**src/rtl/data_bus_pkg.sv**
```systemverilog
// data_bus_pkg: shared types and constants for the data bus control initiator
package data_bus_pkg;

    typedef enum logic [2:0] {
        ST_IDLE,
        ST_HDR,
        ST_LEN_HI,
        ST_LEN_LO,
        ST_GRANT,
        ST_ACK
    } state_t;

    localparam int OP_LSB   = 6;
    localparam int SRC_LSB  = 4;
    localparam int DEST_LSB = 2;

    localparam logic [1:0] CTRL_ID_DEFAULT = 2'b11;
    localparam int PREAMBLE_BYTES = 3;

    function automatic logic [7:0] make_header(
        input logic [1:0] op,
        input logic [1:0] src,
        input logic [1:0] dest
    );
        logic [7:0] h;
        h = '0;
        h[OP_LSB +: 2]   = op;
        h[SRC_LSB +: 2]  = src;
        h[DEST_LSB +: 2] = dest;
        return h;
    endfunction

endpackage

```
**src/rtl/data_bus_timeout.sv**
```systemverilog
// data_bus_timeout: saturating 16-bit idle counter that flags the idle cycle reaching the limit
module data_bus_timeout #(
    parameter int LIMIT = 1024
) (
    input  logic clk,
    input  logic rst_n,
    input  logic clr,
    input  logic en,
    output logic expired
);

    localparam logic [15:0] LAST = 16'(LIMIT - 1);

    logic [15:0] count;

    // count idle cycles, clearing takes priority and the count never wraps
    always_ff @(posedge clk or negedge rst_n) begin
        if (!rst_n)
            count <= '0;
        else if (clr)
            count <= '0;
        else if (en && count != 16'hFFFF)
            count <= count + 16'd1;
    end

    assign expired = en && !clr && count >= LAST;

endmodule

```
**src/rtl/data_bus_ctrl.sv**
```systemverilog
// data_bus_ctrl: drives the 3-byte preamble, grants the bus to the source and closes with ack
module data_bus_ctrl
    import data_bus_pkg::*;
#(
    parameter logic [1:0] CTRL_ID        = CTRL_ID_DEFAULT,
    parameter int         TIMEOUT_CYCLES = 1024
) (
    input  logic        clk,
    input  logic        rst_n,
    input  logic        cmd_valid,
    output logic        cmd_ready,
    input  logic [1:0]  cmd_op,
    input  logic [1:0]  cmd_src,
    input  logic [1:0]  cmd_dest,
    input  logic [15:0] cmd_len,
    output logic [7:0]  bus_data_o,
    output logic        bus_valid_o,
    output logic        bus_oe,
    input  logic [7:0]  bus_data_i,
    input  logic        bus_valid_i,
    output logic        ack,
    output logic        busy,
    output logic        done,
    output logic        err
);

    state_t      state, nxt;
    logic [15:0] len_q, remaining;
    logic        fail, reject, collide, expired, tmo_clr, tmo_en, pre_nxt;
    logic [7:0]  data_nxt;
    logic        unused_data;

    assign unused_data = ^bus_data_i;
    assign collide  = bus_valid_i && !bus_oe && (state inside {ST_HDR, ST_LEN_HI, ST_LEN_LO});
    assign tmo_clr  = state == ST_LEN_LO || (state == ST_GRANT && bus_valid_i);
    assign tmo_en   = state == ST_GRANT && !bus_valid_i;
    assign pre_nxt  = nxt inside {ST_HDR, ST_LEN_HI, ST_LEN_LO};
    assign data_nxt = nxt == ST_HDR    ? make_header(cmd_op, cmd_src, cmd_dest) :
                      nxt == ST_LEN_HI ? len_q[15:8] :
                      nxt == ST_LEN_LO ? len_q[7:0]  : 8'h00;

    data_bus_timeout #(.LIMIT(TIMEOUT_CYCLES)) u_timeout (
        .clk     (clk),
        .rst_n   (rst_n),
        .clr     (tmo_clr),
        .en      (tmo_en),
        .expired (expired)
    );

    // next-state decode; fail marks an abnormal entry into ACK
    always_comb begin
        nxt    = state;
        fail   = 1'b0;
        reject = 1'b0;
        case (state)
            ST_IDLE: begin
                reject = cmd_valid && (cmd_src == CTRL_ID || cmd_src == cmd_dest);
                nxt    = cmd_valid && !reject ? ST_HDR : ST_IDLE;
            end
            ST_HDR: begin
                fail = collide;
                nxt  = collide ? ST_ACK : ST_LEN_HI;
            end
            ST_LEN_HI: begin
                fail = collide;
                nxt  = collide ? ST_ACK : ST_LEN_LO;
            end
            ST_LEN_LO: begin
                fail = collide;
                nxt  = collide || len_q == 16'd0 ? ST_ACK : ST_GRANT;
            end
            ST_GRANT: begin
                fail = !bus_valid_i && expired;
                nxt  = (bus_valid_i && remaining == 16'd1) || fail ? ST_ACK : ST_GRANT;
            end
            ST_ACK:  nxt = ST_IDLE;
            default: nxt = ST_IDLE;
        endcase
    end

    // state register and command length capture
    always_ff @(posedge clk or negedge rst_n) begin
        if (!rst_n) begin
            state <= ST_IDLE;
            len_q <= '0;
        end else begin
            state <= nxt;
            if (state == ST_IDLE && cmd_valid)
                len_q <= cmd_len;
        end
    end

    // payload bytes still owed by the source; stops at zero
    always_ff @(posedge clk or negedge rst_n) begin
        if (!rst_n)
            remaining <= '0;
        else if (state == ST_LEN_LO && nxt == ST_GRANT)
            remaining <= len_q;
        else if (state == ST_GRANT && bus_valid_i && remaining != 16'd0)
            remaining <= remaining - 16'd1;
    end

    // outputs are registered from the upcoming state so they line up with it
    always_ff @(posedge clk or negedge rst_n) begin
        if (!rst_n) begin
            cmd_ready   <= 1'b1;
            busy        <= 1'b0;
            bus_oe      <= 1'b0;
            bus_valid_o <= 1'b0;
            bus_data_o  <= 8'h00;
            ack         <= 1'b0;
            done        <= 1'b0;
            err         <= 1'b0;
        end else begin
            cmd_ready   <= nxt == ST_IDLE;
            busy        <= nxt != ST_IDLE;
            bus_oe      <= pre_nxt;
            bus_valid_o <= pre_nxt;
            bus_data_o  <= data_nxt;
            ack         <= nxt == ST_ACK;
            done        <= nxt == ST_ACK && !fail;
            err         <= reject || (nxt == ST_ACK && fail);
        end
    end

endmodule

```
**config.mk**
```make
export PLATFORM = sky130hd
export DESIGN_NAME = data_bus_ctrl
export DESIGN_NICKNAME = d
export VERILOG_FILES = /design/src/rtl/data_bus_pkg.sv /design/src/rtl/data_bus_timeout.sv /design/src/rtl/data_bus_ctrl.sv
export SDC_FILE = /design/constraint.sdc
export NUM_CORES = 1
export LEC_CHECK = 0
export CORE_ASPECT_RATIO = 0.9
export CORE_MARGIN = 2
export CORE_UTILIZATION = 54
export DETAILED_ROUTE_END_ITERATION = 6
export MAX_ROUTING_LAYER = met4
export PLACE_DENSITY = 0.79
export SLEW_MARGIN = 0
export SYNTH_ARGS = -nofsm -noshare
export SYNTH_HDL_FRONTEND = slang
export SYNTH_SLANG_ARGS = --single-unit
```
**constraint.sdc**
```tcl
create_clock -name clk -period 3.05 [get_ports clk]
set_input_delay 0.915 -clock clk [delete_from_list [all_inputs] [get_ports clk]]
set_output_delay 0.915 -clock clk [all_outputs]
set_load 0.05 [all_outputs]
```
### Word-level counts from Yosys, hierarchy flattened

Index checks and enable logic that the tools add are counted.

* logic and storage cells: 78
* output and inout port bits: 15
* input bits: 34
* register bits: 65

* mux-type cells: 15
* eq/ne operators: 13
* reductions and logical operators: 36
* order comparisons: 1
* add/sub/neg operators: 2

Operator list (number)
* 16-bit 2-to-1 mux: 4
* 8-bit 2-to-1 mux: 3
* 16-bit by 1-bit adder with 16-bit output, second input constant: 1
* 16-bit by 1-bit == test with 1-bit output, second input constant: 1
* 16-bit by 10-bit >= comparator with 1-bit output, second input constant: 1
* 1-bit logical AND: 16
* 16-bit zero test: 1
* 16-bit inequality test, second input constant: 1
* 16-bit nonzero test: 1
* 16-bit by 1-bit subtractor with 16-bit output, second input constant: 1
* 3-bit case mux with 5 select lines: 1
* 3-bit by 2-bit == test with 1-bit output, second input constant: 4
* 3-bit == test, second input constant: 3
* 3-bit nonzero test: 3
* 3-bit by 1-bit == test with 1-bit output, second input constant: 2
* 3-bit zero test: 2
* 3-bit 2-to-1 mux: 2
* 1-bit zero test: 5
* 1-bit logical OR: 5
* 1-bit 2-to-1 mux: 4
* 2-bit nonzero test: 2
* 3-bit OR reduction: 1
* 2-bit == test: 1
* 2-bit == test, second input constant: 1
* 1-bit case mux with 2 select lines: 1

### Longest topological paths before layout

* depth in word-level cells: 14
* depth in mapped cells: 9
* depth with buffers taken out: 7

### Hierarchy

A second synthesis with hierarchy kept.

* cell total of the unflattened synthesis: 332
* area, all modules: 3502.1 um^2

Modules (own cells, without submodules)
* data_bus_ctrl: cells each 232, area an instance 2514.9 um^2, seq. area each 1227.4 um^2, times used 1
* data_bus_timeout: cells each 100, area an instance 987.2 um^2, seq. area each 400.4 um^2, times used 1

### Worst setup path after synthesis

OpenSTA, ideal clock, no wires.

* kind: flip-flop to flip-flop
* from: register remaining[2]
* to: register remaining[15]
* stages on the path, launching flop included: 7
* setup time: 126 ps
* clock period less this slack: 2570 ps
* arrival: 2444 ps
* data required time: 2924 ps
* buffers on the path: 1
* setup slack: 480 ps
* cell sequence: dfrtp_1 -> or4_4 -> buf_6 -> or4_4 -> or4_4 -> mux2_2 -> a221o_1

* word-level cells in the longest chain between the ends: 8
* elaborated cells on any way between the ends: 13
* those cells by class: add/sub: 1; eq/ne: 2; mux: 4; reduce/logical: 6

Ends and longest elaborated chain
* start, declared: RTL line data_bus_ctrl.sv:28 `logic [15:0] len_q, remaining;`
* start signal, assigned: RTL line data_bus_ctrl.sv:98 `remaining <= len_q;`
* start signal, assigned: RTL line data_bus_ctrl.sv:100 `remaining <= remaining - 16'd1;`
* 16-bit by 1-bit == test with 1-bit output: RTL line data_bus_ctrl.sv:74 `nxt = (bus_valid_i && remaining == 16'd1) || fail ? ST_ACK : ST_GRANT;`
* 1-bit logical AND: RTL line data_bus_ctrl.sv:74
* 1-bit logical OR: RTL line data_bus_ctrl.sv:74
* 1-bit 2-to-1 mux: RTL line data_bus_ctrl.sv:74
* 3-bit case mux with 5 select lines: RTL line data_bus_ctrl.sv:55 `case (state)`
* 3-bit == test: RTL line data_bus_ctrl.sv:97 `else if (state == ST_LEN_LO && nxt == ST_GRANT)`
* 1-bit logical AND: RTL line data_bus_ctrl.sv:97
* 16-bit 2-to-1 mux / 2-bit nonzero test (equally long branches)

Parallel ways exist; a longest one is shown, timed or not. The select of a mux whose other input is x is not followed.
A chain may end at the register's enable or synchronous reset.

### Final worst setup path

* from: register remaining[6]
* to: register remaining[15]

The elaborated chain is that of the path after synthesis.

==> qor.txt <==
FP Rows - 27
gate count after technology mapping - 329
clock latency reported for the late side of the worst-skew pair - 0.34 ns
Post-CTS Repair Setup Buffers - 0
setup_tns - 0 ns
Layout Skew - 0.0107 ns
R2R Setup Slk - 0.38 ns
max_cap viols - 0
Least-Margin Pin Slew - 0.998 ns
reported leakage power - 1.70 nW
Max Freq - 375 MHz
Top cell by count, worst path - or4_4
Total GRT Usage - 0.249
CTS tree - yes
crit start category - flop
detailed placement HPWL - 5390 um
Max VDD drop - 0.624 mV
ANT cells - 0
fin crit period - 2.67 ns
drt drc - 0
fin nets - 416
pwr dens - 906 mW/mm^2
CP max-delay cell - or4_4
Layout area overhead - 20.2%
CP Max Fanout - 6
RSZ-0062 raised after global routing - false
H-tree levels - 3
core area - 0.00605 sq mm
data required time of the critical path - 3.27 ns
Pre-antenna DRT Iters - 5
cts hold-fix bufs - 0
IO Port Bufs - 40
wire length of the first global-routing pass - 12,700 um
worst setup margin - 0.384 ns
fillers - 456
Worst Reg2Reg Path Length in Cells - 5
total clock sinks - 65
Critical Path End - remaining[15]$_DFFE_PN0P_
final wirelength - 7450 um
DP Worst Slack - 0.109 ns
EDFF count, synth - 0
post-cts resize count - 0
remaining global-route overflow - 0
Tcrit/Tclk final - 0.874
Clock Tree Root - clkbuf_8
Distinct cells, synth - 55
FFs w/ async S/R, synth - 1.00
Final Hold Viols - 0
ANT nets after route - 0
drt wl/cell - 16.4 um
multi-input logic area - 0.00161 sq mm
fraction of the yosys area taken by sequential cells - 0.487
height of the die - 78.6 um
RR Endpoint - remaining[15]$_DFFE_PN0P_
initial antenna violation count - 0
DRT iter0 DRCs - 198
I/O Pins - 49
CP Capture Type - flop
CTS buffer count - 9
crit-path max cell delay - 0.57 ns
max-slew violations - 0
syn_area_per_cell - 10.2 sq um
crit path DAT - 2.89 ns
die span in x - 86.9 um
type of the worst setup path - reg2reg
Yosys warning total - 0
Vias/cell - 6.01
Register Area - 0.00163 sq mm
#FFs+latches synth - 65
slew margin rel. - 0.326
number of global-route vias before repair - 2,622
Initial Util - 0.552
RR Startpoint - remaining[6]$_DFFE_PN0P_
clk slew on worst S/H paths - 0.07 ns
Max Root-Sink Buffers - 2
share of layout cells above drive strength 1 - 0.147
Worst Hold Class - in2async
crit path launch - remaining[6]$_DFFE_PN0P_
via count - 2,727
Final GP Congestion - 0.885
die area - 0.00683 sq mm
syn_nets - 367
top_reg_cell synth - dfrtp_1
Setup violations, final - 0
Post-Syn Area - 0.00334 sq mm
CP cell instances - or4_4, or4_4, or4_4, mux2_2, a221o_1
run status - finished, final reports clean
largest net degree at the start of global routing - 33
-- cells in the mapped netlist (all sizes together) (5+ instances only) --
| library cell | count | area, sq um |
|---|---|---|
| mux2i | 5 | 50.1 |
| nor2 | 22 | 82.6 |
| inv | 8 | 30.0 |
| a22oi | 6 | 45.0 |
| nand2 | 31 | 116 |
| a221o | 5 | 50.1 |
| and3 | 5 | 31.3 |
| xnor2 | 14 | 123 |
| or4 | 8 | 75.1 |
| mux2 | 17 | 191 |
| o21ai | 16 | 83.8 |
| buf | 5 | 31.3 |
| dfrtp | 64 | 1600 |
| nor4 | 12 | 75.1 |
| nor3 | 16 | 80.1 |
| nor3b | 5 | 37.5 |
| a21oi | 8 | 40.0 |
| clkbuf | 10 | 37.5 |
| nand3 | 14 | 70.1 |
-- logic make-up (layout without fill, tap and decap cells) --
group                    after synthesis  in the layout  synth area share
AND/OR/NAND/NOR                      140            140             0.230
flip-flops                            65             65             0.487
AO/OA/AOI/OAI                         57             57             0.119
buffers and inverters                 23             76            0.0296
multiplexers                          22             22            0.0723
XOR/XNOR                              18             18            0.0472
adder cells (fa/ha/maj)                4              4            0.0150
-- power breakdown --
part           internal [mW]  switching [mW]  total (mW)
clock                  0.288           0.327       0.615
sequential              1.19           0.377        1.56
combinational          0.648           0.812        1.46
-- routing by layer --
metal	track usage	vias to the layer above	share of wire
li1	-	1307	-
met1	0.340	1304	0.46
met2	0.370	106	0.47
met3	0.0683	10	0.059
met4	0.0625	0	0.010
met5	-	-	0
-- stage by stage --
step | util | cell area, sq um | power, mW | instances | hold slack, ns
2_1_floorplan | - | 3340 | 2.54 | 329 | 0.466
3_3_place_gp | 0.637 | 3850 | 2.97 | 439 | 0.491
3_5_place_dp | 0.637 | 3850 | 3.02 | 439 | 0.534
4_1_cts | 0.664 | 4020 | 3.64 | 454 | 0.530
5_1_grt | 0.664 | 4020 | 3.87 | 454 | 0.541
6_report | 0.664 | 4020 | 3.64 | 454 | 0.524
-- final cells by class --
cell class / instances / share of cell area
clock inverter: 5 / 0.00841
clock buffer: 10 / 0.0318
inverter: 8 / 0.00748
multi-input combinational: 241 / 0.402
tap: 72 / 0.0224
sequential: 65 / 0.405
timing repair buffer: 53 / 0.123
-- cell usage in the layout, fill, tap and decap left out, drive strengths merged, types with 12 or more instances in the layout --
cell type / netlist / final
clkdlybuf4s50: 0 / 39
nand2: 31 / 31
o21ai: 16 / 16
buf: 5 / 14
nor4: 12 / 12
mux2: 17 / 17
nand3: 14 / 14
xnor2: 14 / 14
nor3: 16 / 16
nor2: 22 / 22
dfrtp: 64 / 64
-- how the worst min path moves through the flow --
| stage | from | endpoint | depth (start not counted) |
|---|---|---|---|
| global route | rst_n | u_timeout.count[15]$_DFFE_PN0P_ | 1 |
| CTS | rst_n | u_timeout.count[15]$_DFFE_PN0P_ | 1 |
| global placement | u_timeout.count[0]$_DFFE_PN0P_ | u_timeout.count[0]$_DFFE_PN0P_ | 1 |
| detailed placement | len_q[10]$_DFFE_PN0P_ | remaining[10]$_DFFE_PN0P_ | 2 |
| finish | rst_n | u_timeout.count[15]$_DFFE_PN0P_ | 1 |
| floorplan | u_timeout.count[0]$_DFFE_PN0P_ | u_timeout.count[0]$_DFFE_PN0P_ | 1 |
-- registers in the layout, summed over array words and instances, names as in the netlist --
signal / cells
cmd_ready: 1
bus_oe: 1
ack: 1
remaining: 16
busy: 1
len_q: 16
u_timeout.count: 16
done: 1
err: 1
state: 3
bus_data_o: 8
-- worst max-delay path: cells and delay by family, from the launching register on --
kind             cells  cell delay, ns
AND/OR/NAND/NOR      3            1.56
flip-flops           1            0.42
AO/OA/AOI/OAI        1            0.29
multiplexers         1            0.27
Note: power is estimated with default switching activity, not from simulation.
